===== src/rtl/ravenoc_axi_initiator.sv =====
// ravenoc_axi_initiator: AXI4 initiator driving one RaveNoC node slave port from a command/stream interface.
// Ports: clk_axi/arst_axi_n clock and async active-low reset; cmd_* burst command handshake;
// wr_* write beat stream in; rd_* read beat stream out; done/done_resp/len_err end-of-transaction status;
// fault sticky watchdog flag; busy non-idle; axi_mosi/axi_miso AXI4 link to the node.
`ifndef AXI_ALEN_WIDTH
`define AXI_ALEN_WIDTH 8
`endif
`ifndef AXI_DATA_WIDTH
`define AXI_DATA_WIDTH 32
`endif

package ravenoc_axi_pkg;
  localparam int AXI_ALEN_WIDTH = `AXI_ALEN_WIDTH;
  localparam int AXI_DATA_WIDTH = `AXI_DATA_WIDTH;
  typedef logic [31:0] axi_addr_t;
  typedef logic [2:0] axi_size_t;
  typedef logic [AXI_ALEN_WIDTH-1:0] axi_alen_t;
  typedef enum logic [1:0] {FIXED, INCR, WRAP, RESERVED} axi_burst_t;
  typedef enum logic [1:0] {OKAY, EXOKAY, SLVERR, DECERR} axi_error_t;
  typedef struct packed {
    logic awid;
    axi_addr_t awaddr;
    axi_alen_t awlen;
    axi_size_t awsize;
    axi_burst_t awburst;
    logic awlock;
    logic [3:0] awcache;
    logic [2:0] awprot;
    logic [3:0] awqos;
    logic [3:0] awregion;
    logic awuser;
    logic awvalid;
    logic [AXI_DATA_WIDTH-1:0] wdata;
    logic [AXI_DATA_WIDTH/8-1:0] wstrb;
    logic wlast;
    logic wuser;
    logic wvalid;
    logic bready;
    logic arid;
    axi_addr_t araddr;
    axi_alen_t arlen;
    axi_size_t arsize;
    axi_burst_t arburst;
    logic arlock;
    logic [3:0] arcache;
    logic [2:0] arprot;
    logic [3:0] arqos;
    logic [3:0] arregion;
    logic aruser;
    logic arvalid;
    logic rready;
  } s_axi_mosi_t;
  typedef struct packed {
    logic awready;
    logic wready;
    logic bid;
    axi_error_t bresp;
    logic buser;
    logic bvalid;
    logic arready;
    logic rid;
    logic [AXI_DATA_WIDTH-1:0] rdata;
    axi_error_t rresp;
    logic rlast;
    logic ruser;
    logic rvalid;
  } s_axi_miso_t;
endpackage

module ravenoc_axi_initiator
  import ravenoc_axi_pkg::*;
#(
  parameter int TimeoutCycles = 1024,
  parameter logic AxiId = 1'b0
) (
  input  logic clk_axi,
  input  logic arst_axi_n,
  input  logic cmd_valid,
  output logic cmd_ready,
  input  logic cmd_write,
  input  axi_addr_t cmd_addr,
  input  logic [`AXI_ALEN_WIDTH-1:0] cmd_len,
  input  axi_size_t cmd_size,
  input  logic [`AXI_DATA_WIDTH-1:0] wr_data,
  input  logic wr_valid,
  output logic wr_ready,
  output logic [`AXI_DATA_WIDTH-1:0] rd_data,
  output logic rd_valid,
  output logic rd_last,
  input  logic rd_ready,
  output logic done,
  output axi_error_t done_resp,
  output logic len_err,
  output logic fault,
  output logic busy,
  output s_axi_mosi_t axi_mosi,
  input  s_axi_miso_t axi_miso
);
  typedef enum logic [2:0] {IDLE, WR_ADDR, WR_DATA, WR_RESP, RD_ADDR, RD_DATA, DONE, FAULT} state_t;
  localparam int WW = $clog2(TimeoutCycles);
  state_t state, next;
  axi_addr_t addr;
  axi_alen_t len;
  axi_size_t size;
  logic [AXI_ALEN_WIDTH:0] beat;
  logic [WW-1:0] wd;
  axi_error_t err;
  logic lerr, fault_seen, hs, last_beat, active, timeout;
  s_axi_mosi_t mosi_c, mosi_q;
  logic unused_miso;
  assign unused_miso = ^{axi_miso.bid, axi_miso.buser, axi_miso.rid, axi_miso.ruser};
  assign last_beat = beat == {1'b0, len};
  always_comb begin
    mosi_c = '0;
    if (state == WR_ADDR) begin
      mosi_c.awvalid = 1'b1;
      mosi_c.awid = AxiId;
      mosi_c.awaddr = addr;
      mosi_c.awlen = len;
      mosi_c.awsize = size;
      mosi_c.awburst = INCR;
    end
    if (state == WR_DATA) begin
      mosi_c.wvalid = wr_valid;
      mosi_c.wdata = wr_data;
      mosi_c.wstrb = '1;
      mosi_c.wlast = last_beat;
    end
    if (state == WR_RESP) mosi_c.bready = 1'b1;
    if (state == RD_ADDR) begin
      mosi_c.arvalid = 1'b1;
      mosi_c.arid = AxiId;
      mosi_c.araddr = addr;
      mosi_c.arlen = len;
      mosi_c.arsize = size;
      mosi_c.arburst = INCR;
    end
    if (state == RD_DATA) mosi_c.rready = rd_ready;
  end
  assign hs = (mosi_c.awvalid & axi_miso.awready) | (mosi_c.wvalid & axi_miso.wready) |
              (mosi_c.bready & axi_miso.bvalid) | (mosi_c.arvalid & axi_miso.arready) |
              (mosi_c.rready & axi_miso.rvalid);
  assign active = state inside {WR_ADDR, WR_DATA, WR_RESP, RD_ADDR, RD_DATA};
  // a handshake in the expiry cycle always wins over the watchdog
  assign timeout = active && !hs && wd == WW'(TimeoutCycles - 1);
  always_comb begin
    next = state;
    case (state)
      IDLE:    next = cmd_valid ? (cmd_write ? WR_ADDR : RD_ADDR) : IDLE;
      WR_ADDR: next = hs ? WR_DATA : WR_ADDR;
      WR_DATA: next = hs && last_beat ? WR_RESP : WR_DATA;
      WR_RESP: next = hs ? DONE : WR_RESP;
      RD_ADDR: next = hs ? RD_DATA : RD_ADDR;
      RD_DATA: next = hs && axi_miso.rlast ? DONE : RD_DATA;
      DONE:    next = IDLE;
      default: next = FAULT;
    endcase
    if (timeout) next = FAULT;
  end
  always_ff @(posedge clk_axi or negedge arst_axi_n) begin
    if (!arst_axi_n) begin
      state <= IDLE;
      addr <= '0;
      len <= '0;
      size <= '0;
      beat <= '0;
      wd <= '0;
      err <= OKAY;
      lerr <= 1'b0;
      fault_seen <= 1'b0;
      mosi_q <= '0;
    end else begin
      state <= next;
      wd <= (next != state || hs || !active) ? '0 : wd + 1'b1;
      fault_seen <= state == FAULT;
      // snapshot of the AXI outputs so FAULT never retracts a pending valid/ready
      if (state != FAULT) mosi_q <= mosi_c;
      if (state == IDLE && cmd_valid) begin
        addr <= cmd_addr;
        len <= cmd_len;
        size <= cmd_size;
        beat <= '0;
        err <= OKAY;
        lerr <= 1'b0;
      end
      if (state == WR_DATA && hs) beat <= beat + 1'b1;
      if (state == WR_RESP && hs) err <= axi_miso.bresp;
      if (state == RD_DATA && hs) begin
        beat <= beat + 1'b1;
        if (axi_miso.rresp != OKAY && err == OKAY) err <= axi_miso.rresp;
        if (axi_miso.rlast != last_beat) lerr <= 1'b1;
      end
    end
  end
  assign axi_mosi = state == FAULT ? mosi_q : mosi_c;
  assign cmd_ready = state == IDLE && arst_axi_n;
  assign wr_ready = state == WR_DATA && axi_miso.wready;
  assign rd_valid = state == RD_DATA && axi_miso.rvalid;
  assign rd_data = state == RD_DATA ? axi_miso.rdata : '0;
  assign rd_last = state == RD_DATA && axi_miso.rlast;
  assign done = state == DONE || (state == FAULT && !fault_seen);
  assign done_resp = state == FAULT ? SLVERR : err;
  assign len_err = state == DONE && lerr;
  assign fault = state == FAULT;
  assign busy = state != IDLE;
endmodule


===== config.mk =====
export PLATFORM = sky130hd
export DESIGN_NAME = ravenoc_axi_initiator
export DESIGN_NICKNAME = d
export VERILOG_FILES = /design/src/rtl/ravenoc_axi_initiator.sv
export SDC_FILE = /design/constraint.sdc
export NUM_CORES = 1
export LEC_CHECK = 0
export CAP_MARGIN = 20
export CORE_ASPECT_RATIO = 2
export CORE_MARGIN = 1
export CORE_UTILIZATION = 46
export DETAILED_ROUTE_END_ITERATION = 6
export PLACE_DENSITY_LB_ADDON = 0.12
export REMOVE_ABC_BUFFERS = 1
export SLEW_MARGIN = 20
export SYNTH_ARGS = -nofsm -noshare
export SYNTH_HDL_FRONTEND = slang
export SYNTH_SLANG_ARGS = --single-unit

===== constraint.sdc =====
create_clock -name clk_axi -period 3.09 [get_ports clk_axi]
set_input_delay 0.618 -clock clk_axi [delete_from_list [all_inputs] [get_ports clk_axi]]
set_output_delay 0.618 -clock clk_axi [all_outputs]
set_load 0.02 [all_outputs]

* Word-level counts from Yosys, hierarchy flattened *
Index checks and enable logic that the tools add are counted.
W data, S select, Z words.

word-level totals
  register bits = 203
  bits of input ports = 127
  output and inout port bits = 211
  logic and storage cells = 108

operators by class
  add/subtract/negate cells = 2
  equality and inequality tests = 12
  multiplexer cells = 31
  bitwise logic cells = 9
  reductions and logical operators = 27

operator list
  kind                     count
  $mux W169                1
  $mux W45                 2
  $mux W37                 1
  $mux W32                 1
  $mux W9                  3
  $pmux W3 S7              1
  $logic_and A1 B1 Y1      15
  $mux W2                  7
  $eq A3 B3 Y1 const B     4
  $mux W3                  4
  $add A10 B1 Y10 const B  1
  $eq A10 B10 Y1 const B   1
  $mux W1                  10
  $mux W10                 1
  $add A9 B1 Y9 const B    1
  $eq A9 B8 Y1             1
  $eq A3 B2 Y1 const B     2
  $reduce_bool A3 Y1       2
  $and A1 B1 Y1            5
  $reduce_bool A5 Y1       1
  $or A1 B1 Y1             4
  $eq A3 B1 Y1 const B     1
  $logic_not A1 Y1         3
  $logic_not A3 Y1         1
  other kinds (6)          8

* Logic depth before layout (Yosys ltp) *
  word-level depth = 15
  mapped depth = 7
  gate-level depth less buffers = 6

* Least setup slack after synthesis *
No wires, ideal clock.

  path kind = flip-flop to output port
  from = register state[0]
  to = output port axi_mosi[70] (netlist name)
  arrival = 1.815 ns
  data required time = 2.472 ns
  slack = 0.657 ns
  cell stages (with the launch flop) = 8
  path buffers = 4
  path through = dfrtp_1 -> buf_2 -> and3_1 -> buf_2 -> buf_1 -> nand2_1 -> nand2_1 -> buf_4

RTL lines
  item                    RTL line  source
  from (decl)             101       state_t state, next;
  from (signal assigned)  173       state <= next;
  to (decl)               96        output s_axi_mosi_t axi_mosi,

==> impl_metrics.xml <==
<?xml version="1.0" encoding="UTF-8"?>
<metrics>
  <group name="timing">
    <metric name="finalWorstPathRequiredPeriod" unit="ns">3.00</metric>
    <metric name="rsz0062_at_grt" unit="">yes</metric>
    <metric name="max_slew.worst_pin.slew" unit="ns">0.836</metric>
    <metric name="final_min_period_over_clock_period" unit="%">97.0</metric>
    <metric name="finalWorstSetupSlack" unit="ns">0.0922</metric>
    <metric name="maxSlewHeadroom" unit="%">44.3</metric>
    <metric name="hold_violations" unit="">0</metric>
    <metric name="report.final.setup_viol" unit="">0</metric>
    <metric name="fmaxAchievable" unit="MHz">334</metric>
    <metric name="post_route_skew" unit="ns">0.00886</metric>
    <metric name="drv_slew" unit="">0</metric>
  </group>
  <group name="floorplan">
    <metric name="floorplan.die.width" unit="um">95.7</metric>
    <metric name="coreArea" unit="sq um">17200</metric>
    <metric name="dieHeight" unit="um">189</metric>
    <metric name="rows" unit="">68</metric>
    <metric name="io_pins" unit="">338</metric>
    <metric name="start_util" unit="%">47.0</metric>
    <metric name="die_area" unit="sq um">18100</metric>
  </group>
  <group name="place">
    <metric name="detailedPlace.worstSlack" unit="ns">0.295</metric>
    <metric name="place.gp.congestion" unit="">0.787</metric>
    <metric name="detailed_place.area" unit="sq um">11200</metric>
    <metric name="numPortBuffers" unit="">294</metric>
    <metric name="dp_hpwl" unit="mm">15.8</metric>
  </group>
  <group name="clocking">
    <metric name="cts.path.max_buffers" unit="">2</metric>
    <metric name="clkLatencyLatePin" unit="ns">0.43</metric>
    <metric name="cts_root_buf" unit="">sky130_fd_sc_hd__clkbuf_16</metric>
    <metric name="worst_setup_hold_path_clk_slew" unit="ns">0.07</metric>
    <metric name="number_of_sinks_on_the_clock_net" unit="">194</metric>
    <metric name="clock_tree.htree_level_count" unit="">4</metric>
    <metric name="holdBufCountCts" unit="">0</metric>
    <metric name="cts_tree" unit="">done</metric>
    <metric name="cts_inserted_buffers" unit="">17</metric>
  </group>
  <group name="grt">
    <metric name="grt_overflow" unit="">0</metric>
    <metric name="antenna_violations_before_repair" unit="">0</metric>
    <metric name="largest_net_degree_at_the_start_of_global_routing" unit="">68</metric>
    <metric name="via_count_of_the_first_global_routing_pass" unit="">6369</metric>
    <metric name="gr-usage-all-layers" unit="%">25.0</metric>
    <metric name="grt_first_pass_wirelength" unit="mm">34.0</metric>
  </group>
  <group name="yosys">
    <metric name="synthesis.yosys.warnings" unit="">0</metric>
    <metric name="synth.yosys.seq_area_share" unit="%">60.1</metric>
    <metric name="synth.avg_cell_area" unit="sq um">11.3</metric>
    <metric name="muxShareOfSynthArea" unit="%">0.139</metric>
    <metric name="synth-simple-area-share" unit="%">14.1</metric>
    <metric name="synth_flop_cell" unit="">sky130_fd_sc_hd__dfrtp_1</metric>
    <metric name="synth_edf_count" unit="">0</metric>
    <metric name="yosys.cell_types.count" unit="">47</metric>
    <metric name="async_flop_share" unit="%">100</metric>
    <metric name="combinational_family_with_the_most_area_after_synthesis" unit="">compound AO/OA/AOI/OAI gates</metric>
    <metric name="synth-compound-area-share" unit="%">16.4</metric>
    <metric name="adder_cell_fraction_of_synth_area" unit="%">0.310</metric>
    <metric name="ys_seq_elements" unit="">194</metric>
    <metric name="post_synth_xor_area_fraction" unit="%">2.06</metric>
    <metric name="synthesis.instances" unit="">718</metric>
    <metric name="syn-cell-area" unit="sq um">8080</metric>
  </group>
  <group name="critical_path">
    <metric name="timing.critical_path.fanout_max" unit="">27</metric>
    <metric name="startpoint_type" unit="">flop</metric>
    <metric name="path_class" unit="">flop to output port</metric>
    <metric name="end_kind" unit="">output port</metric>
    <metric name="timing.critical_path.arrival" unit="ns">2.38</metric>
    <metric name="worst_ep_required_time" unit="ns">2.47</metric>
  </group>
  <group name="power">
    <metric name="power.static_leakage" unit="nW">5.96</metric>
    <metric name="total_power" unit="mW">5.12</metric>
    <metric name="power.density" unit="nW/um^2">429</metric>
    <metric name="vdd.ir_drop.worst" unit="V">0.000387</metric>
  </group>
  <group name="route">
    <metric name="drc" unit="">0</metric>
    <metric name="post_drt_wl_per_cell" unit="um">17.9</metric>
    <metric name="final_antenna_net_count" unit="">0</metric>
    <metric name="drt_wl_total" unit="mm">22.0</metric>
    <metric name="avgViaCountPerCell" unit="">5.24</metric>
    <metric name="drt_pre_antenna_iters" unit="">5</metric>
    <metric name="dr.first_iter.drc_count" unit="">300</metric>
    <metric name="via_count" unit="">6450</metric>
  </group>
  <group name="min_path">
    <metric name="hold_class" unit="">input port to async pin</metric>
  </group>
  <group name="run_status">
    <metric name="status" unit="">completed</metric>
  </group>
  <group name="final_layout">
    <metric name="fin_area" unit="sq um">11900</metric>
    <metric name="antenna_cells" unit="">0</metric>
    <metric name="drive_above_1_share" unit="%">7.35</metric>
    <metric name="fillers" unit="">1344</metric>
    <metric name="mostFrequentLayoutCells" unit="">266 x sky130_fd_sc_hd__clkdlybuf4s50_1, 193 x sky130_fd_sc_hd__dfrtp_1, 148 x sky130_fd_sc_hd__nand2_1</metric>
    <metric name="multi_input_area" unit="sq um">2840</metric>
    <metric name="finalNetCount" unit="">1136</metric>
    <metric name="mostFrequentLayoutCell" unit="">sky130_fd_sc_hd__clkdlybuf4s50_1</metric>
    <metric name="register_area" unit="sq um">4860</metric>
    <metric name="syn_to_final_growth" unit="%">47.4</metric>
  </group>
  <group name="run">
    <metric name="cap_violations" unit="">0</metric>
  </group>
</metrics>
-- cell families (layout without fill, tap and decap cells) --
kind of cell             count (synthesis)  in the layout
AND/OR/NAND/NOR                        246            246
flip-flops                             194            194
AO/OA/AOI/OAI                          158            158
buffers and inverters                   97            361
XOR/XNOR                                19             19
adder cells (fa/ha/maj)                  2              2
other                                    1             39
multiplexers                             1              1
-- stage by stage --
step | hold slack, ns | TNS (ns) | instances | utilization (%)
floorplan | 0.322 | -260.16 | 666 | -
global placement | 0.464 | 0 | 1195 | 65.3
detailed placement | 0.474 | 0 | 1195 | 65.3
CTS | 0.0787 | 0 | 1227 | 68.8
global route | 0.0888 | -0.0254 | 1230 | 69.4
finish | 0.0930 | 0 | 1230 | 69.4
-- worst max-delay path, cell delays in order, from the launching register on --
cell and delay (ns):
sky130_fd_sc_hd__dfrtp_1 0.49, sky130_fd_sc_hd__and3_4 0.40, sky130_fd_sc_hd__buf_12 0.21, sky130_fd_sc_hd__a22o_1 0.21, sky130_fd_sc_hd__clkdlybuf4s50_1 0.63
-- power breakdown --
| part | switching [mW] | internal, mW |
|---|---|---|
| Clock | 0.978 | 1.26 |
| Combinational | 0.136 | 0.156 |
| Sequential | 0.0259 | 2.57 |
-- layout make-up --
cell class / instances / area share (%)
Clock buffer: 20 / 3.83
Multi-Input combinational cell: 465 / 23.8
Sequential cell: 194 / 40.7
Tap cell: 210 / 2.20
Clock inverter: 12 / 1.21
Timing Repair Buffer: 322 / 28.0
Inverter: 7 / 0.220
-- worst paths after layout --
kind	from	end	slack, ns	cells after the start
worst min register to register	lerr	lerr	0.48	2
max in group asynchronous	arst_axi_n	state[1]	1.37	3
worst max register to register	state[0]	state[0]	0.72	7
worst min-delay path	arst_axi_n	mosi_q[163]	0.09	1
worst max-delay path	state[0]	axi_mosi[157]	0.09	4
min in group clk_axi	lerr	lerr	0.48	2
-- state kept, by name, summed over array words and instances, names as in the netlist --
name and flops:
beat 9, state 3, size 3, mosi_q 125, lerr 1, addr 32, err 2, fault_seen 1
wd 10, len 8
-- synthesized netlist by cell type, types with 5 or more instances --
| cell | number | area, sq um |
|---|---|---|
| sky130_fd_sc_hd__dfrtp_1 | 194 | 4850 |
| sky130_fd_sc_hd__nand2_1 | 149 | 559 |
| sky130_fd_sc_hd__a22o_1 | 120 | 1050 |
| sky130_fd_sc_hd__buf_4 | 44 | 330 |
| sky130_fd_sc_hd__and2_1 | 37 | 231 |
| sky130_fd_sc_hd__clkbuf_1 | 25 | 93.8 |
| sky130_fd_sc_hd__nor2_1 | 20 | 75.1 |
| sky130_fd_sc_hd__buf_2 | 14 | 70.1 |
| sky130_fd_sc_hd__o21ai_0 | 13 | 65.1 |
| sky130_fd_sc_hd__xnor2_1 | 12 | 105 |
| sky130_fd_sc_hd__nand3_1 | 11 | 55.1 |
| sky130_fd_sc_hd__a21oi_1 | 9 | 45.0 |
| sky130_fd_sc_hd__and3_1 | 8 | 50.1 |
| sky130_fd_sc_hd__inv_1 | 7 | 26.3 |
| sky130_fd_sc_hd__xor2_1 | 7 | 61.3 |
| sky130_fd_sc_hd__buf_1 | 5 | 18.8 |
-- layer usage --
metal | wire [um] | global-route usage (%) | share of wire (%)
met1 | 7760 | 27.6 | 35
met4 | 651 | 9.70 | 3.0
met3 | 1610 | 5.54 | 7.3
met2 | 12000 | 45.2 | 54
met5 | 0 | 0 | 0
-- timing repair --
action                                  4_1_cts  5_1_grt
setup buffers                                 0        3
endpoints found under the setup margin        3       52
cloned                                        0        0
gates resized for setup                       3       28
pin swaps                                     0        1
No activity file was read; power rests on OpenSTA's default activity.
